[src/rtl/word_pkg.sv]
// Shared definitions for the word_bank storage block: sweep FSM states,
// lane-count helper and a parameter sanity check used at elaboration.
package word_pkg;

    typedef enum logic [0:0] {
        IDLE  = 1'b0,
        SWEEP = 1'b1
    } state_e;

    function automatic int lanes_of(input int width, input int lane_width);
        return width / lane_width;
    endfunction

    function automatic bit cfg_ok(input int width, input int lane_width,
                                  input int depth, input int addr_width);
        if (lane_width <= 32'sd0) begin
            return 1'b0;
        end else begin
            return ((width % lane_width) == 32'sd0) && (depth >= 32'sd2) &&
                   (depth <= 32'sd256) && ((32'sd1 << addr_width) >= depth);
        end
    endfunction

endpackage

[src/rtl/word_row.sv]
// One storage word with per-lane write enables and a synchronous preset strobe
// that takes priority over any lane write in the same cycle.
module word_row
    import word_pkg::*;
#(
    parameter int              Width     = 8,
    parameter int              LaneWidth = 8,
    parameter logic [Width-1:0] RST      = {Width{1'b0}},
    parameter logic [Width-1:0] PST      = {Width{1'b1}},
    localparam int             Lanes     = lanes_of(Width, LaneWidth)
) (
    input  logic             clk,
    input  logic             rst,
    input  logic [Lanes-1:0] lane_en,
    input  logic [Width-1:0] d,
    input  logic             pst,
    output logic [Width-1:0] q
);

    logic [Width-1:0] row_q;
    logic [Width-1:0] row_d;

    // Next word value: preset wins, otherwise merge enabled lanes.
    always_comb begin
        row_d = row_q;
        if (pst) begin
            row_d = PST;
        end else begin
            for (int i = 0; i < Lanes; i++) begin
                if (lane_en[i]) begin
                    row_d[i*LaneWidth +: LaneWidth] = d[i*LaneWidth +: LaneWidth];
                end else begin
                    row_d[i*LaneWidth +: LaneWidth] = row_q[i*LaneWidth +: LaneWidth];
                end
            end
        end
    end

    // Word storage.
    always_ff @(posedge clk or posedge rst) begin
        if (rst) begin
            row_q <= RST;
        end else begin
            row_q <= row_d;
        end
    end

    assign q = row_q;

endmodule

[src/rtl/word_bank.sv]
// Multi-word register bank: lane-masked write port, two combinational read
// ports and an in-band preset engine that sweeps PST into every word in order.
module word_bank
    import word_pkg::*;
#(
    parameter int               Width     = 8,
    parameter int               LaneWidth = 8,
    parameter int               Depth     = 16,
    parameter int               AddrWidth = 4,
    parameter logic [Width-1:0] RST       = {Width{1'b0}},
    parameter logic [Width-1:0] PST       = {Width{1'b1}},
    localparam int              Lanes     = lanes_of(Width, LaneWidth)
) (
    input  logic                 clk,
    input  logic                 rst,
    input  logic                 we,
    input  logic [AddrWidth-1:0] waddr,
    input  logic [Lanes-1:0]     wmask,
    input  logic [Width-1:0]     D,
    output logic                 wack,
    input  logic                 pst_req,
    output logic                 busy,
    input  logic [AddrWidth-1:0] raddr_a,
    output logic [Width-1:0]     Qa,
    input  logic [AddrWidth-1:0] raddr_b,
    output logic [Width-1:0]     Qb
);

    if (!cfg_ok(Width, LaneWidth, Depth, AddrWidth)) begin : g_cfg_err
        $error("word_bank: illegal Width/LaneWidth/Depth/AddrWidth combination");
    end

    localparam logic [AddrWidth:0]   DEPTH_V = (AddrWidth+1)'(Depth);
    localparam logic [AddrWidth-1:0] LAST    = AddrWidth'(Depth - 1);

    state_e               state_q, state_d;
    logic [AddrWidth-1:0] cnt_q, cnt_d;
    logic                 busy_q, busy_d;
    logic                 pst_en_s;
    logic [AddrWidth-1:0] pst_idx_s;
    logic                 wack_s;
    logic [Width-1:0]     mem_s [Depth];

    assign wack_s = we && !busy_q && ({1'b0, waddr} < DEPTH_V);
    assign wack   = wack_s;
    assign busy   = busy_q;

    // Sweep sequencing: choose which word (if any) gets PST this edge.
    always_comb begin
        state_d   = state_q;
        cnt_d     = cnt_q;
        busy_d    = busy_q;
        pst_en_s  = 1'b0;
        pst_idx_s = {AddrWidth{1'b0}};
        case (state_q)
            IDLE: begin
                if (pst_req) begin
                    state_d   = SWEEP;
                    pst_en_s  = 1'b1;
                    pst_idx_s = {AddrWidth{1'b0}};
                    cnt_d     = {{(AddrWidth-1){1'b0}}, 1'b1};
                    busy_d    = 1'b1;
                end else begin
                    busy_d = 1'b0;
                end
            end
            SWEEP: begin
                pst_en_s  = 1'b1;
                pst_idx_s = cnt_q;
                if (cnt_q == LAST) begin
                    state_d = IDLE;
                    cnt_d   = {AddrWidth{1'b0}};
                    busy_d  = 1'b0;
                end else begin
                    cnt_d = cnt_q + {{(AddrWidth-1){1'b0}}, 1'b1};
                end
            end
            default: begin
                state_d = IDLE;
                cnt_d   = {AddrWidth{1'b0}};
                busy_d  = 1'b0;
            end
        endcase
    end

    // FSM, sweep counter and busy flag.
    always_ff @(posedge clk or posedge rst) begin
        if (rst) begin
            state_q <= IDLE;
            cnt_q   <= {AddrWidth{1'b0}};
            busy_q  <= 1'b0;
        end else begin
            state_q <= state_d;
            cnt_q   <= cnt_d;
            busy_q  <= busy_d;
        end
    end

    for (genvar r = 0; r < Depth; r++) begin : g_row
        logic [Lanes-1:0] lane_en_s;
        logic             pst_s;

        assign lane_en_s = (wack_s && (waddr == AddrWidth'(r))) ? wmask : {Lanes{1'b0}};
        assign pst_s     = pst_en_s && (pst_idx_s == AddrWidth'(r));

        word_row #(
            .Width    (Width),
            .LaneWidth(LaneWidth),
            .RST      (RST),
            .PST      (PST)
        ) u_row (
            .clk    (clk),
            .rst    (rst),
            .lane_en(lane_en_s),
            .d      (D),
            .pst    (pst_s),
            .q      (mem_s[r])
        );
    end

    // Read muxes; addresses beyond Depth read as zero.
    always_comb begin
        Qa = {Width{1'b0}};
        Qb = {Width{1'b0}};
        if ({1'b0, raddr_a} < DEPTH_V) begin
            Qa = mem_s[raddr_a];
        end else begin
            Qa = {Width{1'b0}};
        end
        if ({1'b0, raddr_b} < DEPTH_V) begin
            Qb = mem_s[raddr_b];
        end else begin
            Qb = {Width{1'b0}};
        end
    end

endmodule

[config.mk]
export PLATFORM = sky130hd
export DESIGN_NAME = word_bank
export DESIGN_NICKNAME = d
export VERILOG_FILES = /design/src/rtl/word_pkg.sv /design/src/rtl/word_row.sv /design/src/rtl/word_bank.sv
export SDC_FILE = /design/constraint.sdc
export NUM_CORES = 1
export LEC_CHECK = 0
export ABC_AREA = 1
export BUFFER_PORTS_ARGS = -buffer_cell sky130_fd_sc_hd__buf_2
export CORE_ASPECT_RATIO = 1.4
export CORE_MARGIN = 4
export CORE_UTILIZATION = 39
export DETAILED_ROUTE_END_ITERATION = 6
export PLACE_DENSITY = 0.63
export SYNTH_ARGS = -nofsm -noshare
export SYNTH_HDL_FRONTEND = slang
export SYNTH_SLANG_ARGS = --single-unit
export TNS_END_PERCENT = 1
[constraint.sdc]
create_clock -name clk -period 4.3 [get_ports clk]
set_input_delay 0.43 -clock clk [delete_from_list [all_inputs] [get_ports clk]]
set_output_delay 0.43 -clock clk [all_outputs]
set_load 0.02 [all_outputs]
Word-level counts from Yosys, hierarchy flattened
Cells that the tools add are included.
{"block": "word_totals", "regBits": 134, "inputBits": 25, "wordCells": 174}
{"block": "classes", "addsub": 1, "n_lt_le_gt_ge": 2, "eq_ne": 33, "n_mux": 64, "bitwise_logic": 3, "n_reduce_logical": 52}
{"operator": "$mux W8", "n": 36}
{"operator": "$eq A4 B4 Y1 const B", "n": 17}
{"operator": "$bmux W8 S4", "n": 2}
{"operator": "$logic_and A1 B1 Y1", "n": 33}
{"operator": "$eq A4 B3 Y1 const B", "n": 8}
{"operator": "$reduce_bool A2 Y1", "n": 16}
{"operator": "$mux W1", "n": 19}
{"operator": "$eq A4 B2 Y1 const B", "n": 4}
{"operator": "$pmux W4 S2", "n": 2}
{"operator": "$ge A5 B5 Y1 const B", "n": 2}
{"operator": "$not A4 Y5", "n": 2}
{"operator": "$eq A4 B1 Y1 const B", "n": 2}
{"operator": "$logic_not A4 Y1", "n": 2}
{"operator": "$mux W4", "n": 2}
{"operator": "$pmux W1 S2", "n": 3}
{"operator": "$add A4 B1 Y4 const B", "n": 1}
{"operator": "$ne A2 B1 Y1 const B", "n": 1}
{"operator": "$ne A2 B2 Y1 const B", "n": 1}
{"operator": "$logic_not A1 Y1", "n": 1}
{"operator": "$not A1 Y1", "n": 1}

Depth between registers and ports, before layout
Gate-level depths: netlist of run 1.
{"block": "logic_depth", "ltp_word": 6, "mapped_depth": 10, "ltp_nobuf": 9}

Modules after synthesis
Synthesis of run 1 repeated with hierarchy kept, for this count alone.
{"block": "hier_totals", "hier_cells": 1366, "area_unflattened_um2": 9120.0}
{"mod": "word_row", "n_inst": 16, "cells_each": 37, "area_each_um2": 350.3, "seq_area_each_um2": 200.2}
{"mod": "word_bank", "n_inst": 1, "cells_each": 774, "area_each_um2": 3514.6, "seq_area_each_um2": 150.1}

Worst setup path before layout of run 1
No wires, ideal clock.
{"block": "synth_timing", "path_kind": "in2out", "startpoint": "input raddr_a[1]", "endpoint": "output Qa[2]", "arrival_ns": 1.351, "t_required_ns": 3.870, "setup_slack_ns": 2.519, "cell_stages": 7, "n_path_buf": 2, "path_cell_list": "clkbuf_1 > inv_1 > clkbuf_1 > nand3_1 > nand3_1 > nand3_1 > nand2_1"}
{"block": "synth_between", "elab_chain_cells": 4}
{"element": "from (decl)", "line_no": "word_bank.sv:23", "source": "input logic [AddrWidth-1:0] raddr_a,"}
{"element": "$not A4 Y5 (not written as such)", "line_no": "word_bank.sv:126", "source": "Qa = mem_s[raddr_a];"}
{"element": "$bmux W8 S4", "line_no": "word_bank.sv:126"}
{"element": "$mux W8 (not written as such) (2 in series)", "line_no": "word_bank.sv:126"}
{"element": "to (decl)", "line_no": "word_bank.sv:24", "source": "output logic [Width-1:0] Qa,"}
No other way between the ends. The select of a mux whose other input is x is not followed.

Final worst setup path of run 1
{"block": "layout_timing", "startpoint": "input raddr_b[1]", "endpoint": "output Qb[4]"}
{"block": "layout_between", "elab_chain_cells": 4}
{"element": "from (decl)", "line_no": "word_bank.sv:25", "source": "input logic [AddrWidth-1:0] raddr_b,"}
{"element": "$not A4 Y5 (not written as such)", "line_no": "word_bank.sv:131", "source": "Qb = mem_s[raddr_b];"}
{"element": "$bmux W8 S4", "line_no": "word_bank.sv:131"}
{"element": "$mux W8 (not written as such) (2 in series)", "line_no": "word_bank.sv:131"}
{"element": "to (decl)", "line_no": "word_bank.sv:26", "source": "output logic [Width-1:0] Qb"}
No other way between the ends. The select of a mux whose other input is x is not followed.

==> metrics.txt, run 1 <==
Fmax achieved=~370 MHz; status=finished clean; layout cell share with drive strength beyond 1=between 8 and 9%; Multi-input gate area=between 4000 and 5000 sq um; mapped cell area=approximately 8400 sq um; Critical R2R Launch=busy; max-cap violations=0; Synth-to-Final Area Change=10.4%; Final GP Congestion=slightly below 1; Die X=~130 um; Via density=5.64; Startpoint Class=input port; DRT Wirelength=roughly 30 mm; H-tree depth=4; total CTS buffers=17; TNS Setup=0 ns; Routed Antenna Nets=0; # rows=between 60 and 70; nets@finish=between 1,000 and 1,500; Tot GR Track Use=25.4%; Critical Path RT=about 3.9 ns; met3 GRT Util=4.88%; IO buf count=42; global route hottest layer=met2; Seq/Total Area, Yosys=between 30% and 40%; Final setup violation count=0; Design Area, Final=~9300 sq um; register area=3350 sq um; Worst Path Arrival=between 2 and 2.5 ns; Post-CTS Hold Fix Bufs=0; largest cells by area after synthesis=dfrtp_1 40%, nand2_1 20%, nand3_1 15%, inv_1 7.7%, o21ai_0 3.9%; largest net degree at the start of global routing=73; Hold Fails Final Rpt=0; Initial Utilization=about 40%; met2 Usage GRT=a little over two fifths; mean post-synth cell area=6.52 sq um; Peak VDD IR=about 320 uV; Rel. slew slack=11.4%; fin util=43.9%; Core ar.=roughly 21,000 sq um; drt wl/cell=19.3 um; worst-margin pin slew=between 1 and 1.5 ns; # diodes=0; Final period util=approximately 63%; Clock Tree Root=clkbuf_16; Max FO, Critical Path=32; Setup crit end kind=output port; post-CTS sizing=0; Setup WS post-layout=1.60 ns; area leader, netlist=dfrtp_1; Max Slew Vio Count=0; GR met1 Demand/Resource=30.8%; Final min period=around 2.7 ns; Synth top area share=39.8%; Pwr Density=612 nW/um^2; Max Root-Sink Buffers=2; via count=8,836; # clock sinks=approximately 130; r2r endpoint=g_row[3].u_row.q[7]; initial drt markers=~1,000; initial antenna violation count=0; FILL cells=between 2,000 and 2,500; Final Power=5.69 mW; Reg clk slew, reported paths=~0.050 ns; Setup WS pre-CTS=between 1.5 and 2 ns; I/O Pins=43; flops & latches, synth=~130; global-route wire length before repair=roughly 48 mm; DRC=0; Clock Latency Late Sink=0.44 ns; die area=around 24,000 sq um; Synthesized Nets=around 1,300; post-CTS setup buffer count=0; Max Clock Skew=about 0.0089 ns; die height=about 180 um; CP Class=input port to output port; dpl cell area=approximately 9000 sq um; cell depth of the worst flop-to-flop path=4; Syn Inst Count=1,291; Ys Warns=0; reg2reg setup slack=about 2.4 ns; worst hold path class=input port to async pin; GRT Residual Overflow=0; CTS tree=done; synth unique cells=24; HPWL after DPL=~21 mm; commonest non-fill, non-tap cell in the layout=nand2_1; commonest cells after routing, fill and taps aside=451 x nand2_1, 248 x nand3_1, 171 x inv_1; DR pass1 iterations=6; Static Leak=between 4 and 5 nW; vias in the first global route=roughly 8,400; RSZ-0062 raised after global routing=false
-- worst max-delay path by stage --
stage	start	end	slack, ns	cells after the start
floorplan	rst	busy	0.29	1
global placement	raddr_b[1]	Qb[4]	1.66	7
detailed placement	raddr_b[1]	Qb[4]	1.68	7
CTS	raddr_b[1]	Qb[4]	1.68	7
global route	raddr_b[1]	Qb[4]	1.48	7
finish	raddr_b[1]	Qb[4]	1.60	7
-- synthesized netlist by cell type --
master and instances:
buf_2 27, o21ai_1 6, o22ai_1 2, a21oi_1 61
ha_1 1, nand4_1 1, o21ai_0 66, inv_1 172
clkbuf_1 36, nand2_2 2, o21a_1 1, nor2_1 26
o211ai_1 28, nor3_1 1, nand3_2 3, nor2_2 8
dfrtp_1 134, nand2_1 451, inv_2 7, buf_4 1
nor2_4 5, xor2_1 1, buf_1 3, nand3_1 248
-- routing by layer --
layer  part of all wire (%)  wire length [um]
met5                      0                 0
met4                    5.3              1610
met3                    8.1              2450
met2                     48             14500
met1                     39             11600
-- final cells by class --
cell class	count	area share, %
clock buffer	21	4.95
clock inverter	11	1.08
inverter	179	7.28
multi-input combinational	911	44.2
sequential	134	36.0
tap	260	3.50
timing repair buffer	51	2.99
-- registers in the layout (all words and copies together), names as in the netlist --
signal         flops
g_row.u_row.q    128
cnt_q              4
busy               1
state_q            1
-- power breakdown --
part | leakage, nW | internal, mW | switching, mW | total (mW)
clock | 0.273 | 0.825 | 0.599 | 1.42
sequential | 1.39 | 1.79 | 0.263 | 2.05
combinational | 3.22 | 0.687 | 1.52 | 2.21
-- worst max-delay path, cell delays in order --
cell and delay, ns:
buf_2 0.10, inv_1 0.94, nand3_1 0.19, nand3_1 0.15, nand3_1 0.16, nand2_1 0.11, buf_2 0.17
-- logic make-up (layout without fill, tap and decap cells) --
| group | after synthesis | count (layout) | share of synthesized area, % |
|---|---|---|---|
| adder cells (fa/ha/maj) | 1 | 1 | 0.149 |
| AO/OA/AOI/OAI | 164 | 164 | 10.6 |
| flip-flops | 134 | 134 | 39.8 |
| AND/OR/NAND/NOR | 745 | 745 | 37.9 |
| buffers and inverters | 246 | 262 | 11.4 |
| XOR/XNOR | 1 | 1 | 0.104 |
-- metrics by stage --
step	cells	hold slack, ns
finish	1567	0.122
global route	1567	0.181
CTS	1567	0.140
detailed placement	1535	0.461
global placement	1535	0.457
floorplan	1291	0.442
No activity file was read; power rests on OpenSTA's default activity.
==> run 2: changes to the inputs <==
- PLACE_DENSITY: 0.63 -> 0.61
- clock period: 4.3 -> 2.5 ns (I/O delays scaled with it)
==> run 2 against run 1 <==
Compared with the run above: core utilization increased by 0.79 points; hold slack improved by 0.011 ns; combinational power increased by 79%; highest routed layer unchanged; register-to-register slack got worse by 1.8 ns.
==> metrics.txt, run 2 (synthesis results as in run 1) <==
status=finished clean; worst-margin pin slew=0.756 ns (-0.571 ns); Critical Path RT=2.83 ns (-1.04 ns); total CTS buffers=17 (unchanged); initial antenna violation count=0 (unchanged); CP Class=flip-flop to flip-flop; # rows=63 (unchanged); Slowest-stage cell, CP=dfrtp_1; dpl cell area=8860 sq um (+1.4%); Clock Tree Root=clkbuf_16; Critical R2R Launch=state_q; Largest stage delay, worst path=0.49 ns (-0.45 ns); Via density=5.58 (-1.1%); fin util=44.7% (+0.79 points); sequential cell fraction of total power=35.1% (-1.0 points); Rel. slew slack=49.6% (+38 points); cell depth of the worst flop-to-flop path=9 (+5); Max Root-Sink Buffers=2 (unchanged); sw frac=41.9% (about the same); Die X=132 um (unchanged); max-cap violations=0 (unchanged); Pwr Density=1070 nW/um^2 (+74%); drt wl/cell=20.2 um (+4.5%); Final min period=1.99 ns; Static Leak=4.95 nW (+1.5%); clock share of power=25.7% (+0.7 points); WP buf/inv=3 (unchanged); dpl cells=1,548 (+0.85%); die height=182 um (unchanged); Crit. Startpoint=state_q; Startpoint Class=flip-flop; TNS Setup=0 ns (unchanged); Final period util=between 70% and 80%; I/O Pins=43 (unchanged); Worst Path Arrival=2.32 ns (+0.05 ns); GRT Residual Overflow=0 (unchanged); DRT Wirelength=31.9 mm (+5.4%); Max Clock Skew=0.0110 ns (+0.00211 ns); # diodes=0 (unchanged); Top cell by count, worst path=nand2_1; Tot GR Track Use=26.7% (+1.3 points); Setup crit end kind=flip-flop; Routed Antenna Nets=0 (unchanged); layout cell share with drive strength beyond 1=9.17% (+0.98 points); via count=8,815 (-0.24%); initial drt markers=1,115 (+11%); Max Slew Vio Count=0 (unchanged); post-CTS sizing=0 (unchanged); Synth-to-Final Area Change=12.4%; IO buf count=42 (unchanged); commonest non-fill, non-tap cell in the layout=nand2_1; H-tree depth=4 (unchanged); commonest cells after routing, fill and taps aside=451 x nand2_1, 248 x nand3_1, 171 x inv_1; Final GP Congestion=0.925 (-7.0%); Setup WS post-layout=0.510 ns (-1.09 ns); Final Power=10.1 mW (+77%); minimum hold slack=0.133 ns (+0.0112 ns); Design Area, Final=9470 sq um (+1.8%); RSZ-0062 raised after global routing=false; DR pass1 iterations=6 (unchanged); CP delay by family, top=simple AND/OR/NAND/NOR gates; HPWL after DPL=22.7 mm (+9.0%); Max FO, Critical Path=9 (-72%); worst hold path class=input port to flip-flop; vias in the first global route=8,385 (-0.048%); # clock sinks=134 (unchanged); reg2reg setup slack=0.51 ns (-1.84 ns); Worst Setup EP=g_row[6].u_row.q[7]; global-route wire length before repair=49.1 mm (+3.3%); CTS tree=done; largest net degree at the start of global routing=65 (-11%); Peak VDD IR=512 uV (+60%); Clock Latency Late Sink=0.44 ns (about the same); max reg flops=128 (unchanged); Reg clk slew, reported paths=0.06 ns (about the same); die area=24,000 sq um (unchanged); final std cells w/o fill=1,580 (+0.83%); Comb power frac=39.2% (+0.3 points); Setup WS pre-CTS=0.555 ns (-1.12 ns); Cell Chain, Critical Path=nand2_1 -> inv_1 -> nand2_1 -> inv_1 -> nand2_1 -> nand2_1 -> inv_1 -> nand2_1 -> nand2_1; Core ar.=21,200 sq um (unchanged); Final setup violation count=0 (unchanged); Internal Pwr Total=5.86 mW (+77%); r2r endpoint=g_row[6].u_row.q[7]; Initial Utilization=39.7% (unchanged); Psw=4.23 mW (+77%); nets@finish=1,334 (+1.1%); DRC=0 (unchanged); Fmax achieved=503 MHz; WP depth=9 (+2); Hold Fails Final Rpt=0 (unchanged)
-- run 2: worst min-delay path by stage --
stage             from                    to  depth (start not counted)
4_1_cts        pst_req              cnt_q[0]                          3
3_5_place_dp       rst   g_row[9].u_row.q[5]                          2
5_1_grt        pst_req              cnt_q[0]                          3
3_3_place_gp       rst   g_row[9].u_row.q[5]                          2
6_report       pst_req              cnt_q[0]                          3
2_1_floorplan     D[4]  g_row[12].u_row.q[4]                          2
-- run 2: routing by layer --
| layer | part of all wire [%] | vias up | track usage (%) | wire length [um] |
|---|---|---|---|---|
| met5 | 0 | - | 0 | 0 |
| met2 | 47 | 424 | 43.7 | 15100 |
| met3 | 7.4 | 101 | 5.49 | 2350 |
| met4 | 5.0 | 0 | 14.6 | 1580 |
| li1 | - | 4146 | - | - |
| met1 | 40 | 4144 | 33.0 | 12800 |
-- run 2: worst register-to-register path, stage by stage, from the launching register on --
cell	delay [ns]
dfrtp_1	0.49
nand2_1	0.12
inv_1	0.08
nand2_1	0.22
inv_1	0.25
nand2_1	0.26
nand2_1	0.25
inv_1	0.10
nand2_1	0.07
nand2_1	0.04
-- run 2: layout make-up --
type / count / area, sq um
timing repair buffer: 65 / 410
clock buffer: 18 / 439
clock inverter: 13 / 158
inverter: 179 / 676
sequential: 134 / 3350
tap: 260 / 325
fill: 2234 / 11700
multi-input combinational: 911 / 4110
-- run 2: power groups by stage --
stage	Sequential (mW)	Clock, mW	Combinational (mW)
after floorplan	3.43	0	2.79
after CTS	3.53	2.63	3.92
after global routing	3.63	2.71	4.48
final	3.54	2.59	3.96
after global placement	3.53	0	3.87
after detailed placement	3.56	0	3.91
-- run 2: repair_timing --
item	4_1_cts	5_1_grt
buffers inserted	0	0
hold buffers	1	0
endpoints found under the hold margin	1	0
==> run 3: changes to the inputs <==
- PLACE_DENSITY: 0.61 -> 0.63
- clock period: 2.5 -> 1.8 ns (I/O delays scaled with it)
==> run 3 against run 2 <==
Compared with the run above: clock power up 44%; total power up 41%; die area unchanged; critical endpoint is now Qb[4]; setup slack worse by 0.50 ns; flip-flop and latch count unchanged; sequential power up 41%; critical path depth down 2; first-iteration DRC count up 3.2%; non-clock buffer count up 16; via count up 0.11%.
==> metrics.txt, run 3 (synthesis results as in run 1) <==
status=finished clean; FILL cells=2,130 (-4.7%); Final period util=~100%; met2 WL=14.0 mm (-7.0%); Synth-to-Final Area Change=17.2%; Core ar.=21,200 sq um (unchanged); Die X=132 um (unchanged); max reg flops=128 (unchanged); Final setup violation count=0 (unchanged); Static Leak=5.16 nW (+4.1%); Routed Antenna Nets=0 (unchanged); # rows=63 (unchanged); Worst Path Arrival=1.61 ns (-0.71 ns); layout cell share with drive strength beyond 1=12.8% (+3.6 points); RSZ-0062 raised after global routing=true; via count=8,825 (+0.11%); Peak VDD IR=766 uV (+50%); Rel. slew slack=65.1% (+16 points); TNS Setup=0 ns (unchanged); Initial Utilization=39.7% (unchanged); r2r endpoint=g_row[14].u_row.q[6]; total CTS buffers=17 (unchanged); Tot GR Track Use=25.9% (-0.78 points); worst-margin pin slew=0.520 ns (-0.236 ns); Final GP Congestion=0.949 (+2.7%); global-route wire length before repair=48.3 mm (-1.6%); Hold Fails Final Rpt=0 (unchanged); drt wl/cell=19.4 um (-3.7%); DRC=0 (unchanged); commonest non-fill, non-tap cell in the layout=nand2_1; Pwr Density=1440 nW/um^2 (+35%); Max Root-Sink Buffers=2 (unchanged); DR pass1 iterations=6 (unchanged); I/O Pins=43 (unchanged); Critical R2R Launch=state_q; GRT Residual Overflow=0 (unchanged); Max Slew Vio Count=0 (unchanged); largest net degree at the start of global routing=65 (unchanged); Reg clk slew, reported paths=0.06 ns (about the same); IO buf count=42 (unchanged); Startpoint Class=flip-flop; Crit. Startpoint=g_row[14].u_row.q[4]; # clock sinks=134 (unchanged); reg2reg setup slack=0.08 ns (-0.43 ns); cell depth of the worst flop-to-flop path=7 (-2); Setup crit end kind=output port; CP Class=flip-flop to output port; Final min period=1.79 ns; Clock Latency Late Sink=0.44 ns (about the same); CTS tree=done; # diodes=0 (unchanged); vias in the first global route=8,424 (+0.47%); DR top layer=met4; H-tree depth=4 (unchanged); M1 WL=12.9 mm (+0.98%); Via density=5.53 (-0.95%); DR WL met3=2.42 mm (+3.1%); DRT Wirelength=31.0 mm (-2.7%); minimum hold slack=0.109 ns (-0.0244 ns); Fmax achieved=559 MHz; Max FO, Critical Path=3 (-6); HPWL after DPL=22.0 mm (-3.3%); commonest cells after routing, fill and taps aside=447 x nand2_1, 224 x nand3_1, 163 x inv_1; Critical Path RT=1.62 ns (-1.21 ns); Clock Tree Root=clkbuf_16; die height=182 um (unchanged); initial drt markers=1,151 (+3.2%); worst hold path class=input port to flip-flop; max-cap violations=0 (unchanged); nets@finish=1,350 (+1.2%); initial antenna violation count=0 (unchanged); die area=24,000 sq um (unchanged); Worst Setup EP=Qb[4]; Max Clock Skew=0.00619 ns (-0.00483 ns)
run 3: how the worst min path moves through the flow:
stage                  from  slack (ns)              endpoint  cells after the start
floorplan              D[4]        0.31  g_row[12].u_row.q[4]                      2
global placement        rst        0.18   g_row[9].u_row.q[3]                      2
detailed placement      rst        0.18   g_row[9].u_row.q[3]                      2
CTS                 pst_req        0.09              cnt_q[0]                      3
global route        pst_req        0.11              cnt_q[0]                      3
finish              pst_req        0.11              cnt_q[0]                      3
run 3: layout make-up:
class	count	area [sq um]	share of cell area, %
Multi-Input combinational cell	911	4240	43.0
Timing Repair Buffer	81	661	6.69
Sequential cell	134	3350	34.0
Tap cell	260	325	3.29
Inverter	179	676	6.84
Clock buffer	23	468	4.74
Clock inverter	9	149	1.51
run 3: power breakdown:
part	internal [mW]	leakage (nW)	switching, mW
Clock	2.38	0.305	1.35
Sequential	4.28	1.39	0.703
Combinational	1.81	3.46	3.70
Total	8.47	5.16	5.76
run 3: per-layer routing:
layer | global-route usage [%] | vias to the layer above
li1 | - | 4190
met1 | 34.2 | 4094
met2 | 40.4 | 464
met3 | 4.79 | 77
met4 | 13.8 | 0
met5 | 0 | -
run 3: stage by stage:
step / instances / setup slack (ns) / instance area [sq um] / util, % / power (mW)
final: 1597 / 0.0109 / 9870 / 46.6 / 14.2
after detailed placement: 1563 / 0.0349 / 9100 / 42.9 / 10.3
after global routing: 1597 / -0.0276 / 9870 / 46.6 / 15.2
after global placement: 1563 / 0.0422 / 9100 / 42.9 / 10.2
after CTS: 1596 / 0.00449 / 9730 / 45.9 / 14.1
after floorplan: 1291 / -0.0452 / 8430 / - / 8.64
run 3: critical path, cell delays in order (launching register included):
cell	delay [ns]
dfrtp_1	0.36
inv_1	0.12
nand2_1	0.07
nand3_1	0.06
nand3_1	0.14
nand3_1	0.18
nand2_1	0.09
buf_2	0.17
run 3: what timing repair did:
action / 4_1_cts / 5_1_grt
buffers inserted: 0 / 1
hold endpoints to repair: 8 / 0
pin swaps: 0 / 2
hold buffers: 1 / 0
gates cloned: 0 / 0
resized for setup: 1 / 38
endpoints found under the setup margin: 1 / 27
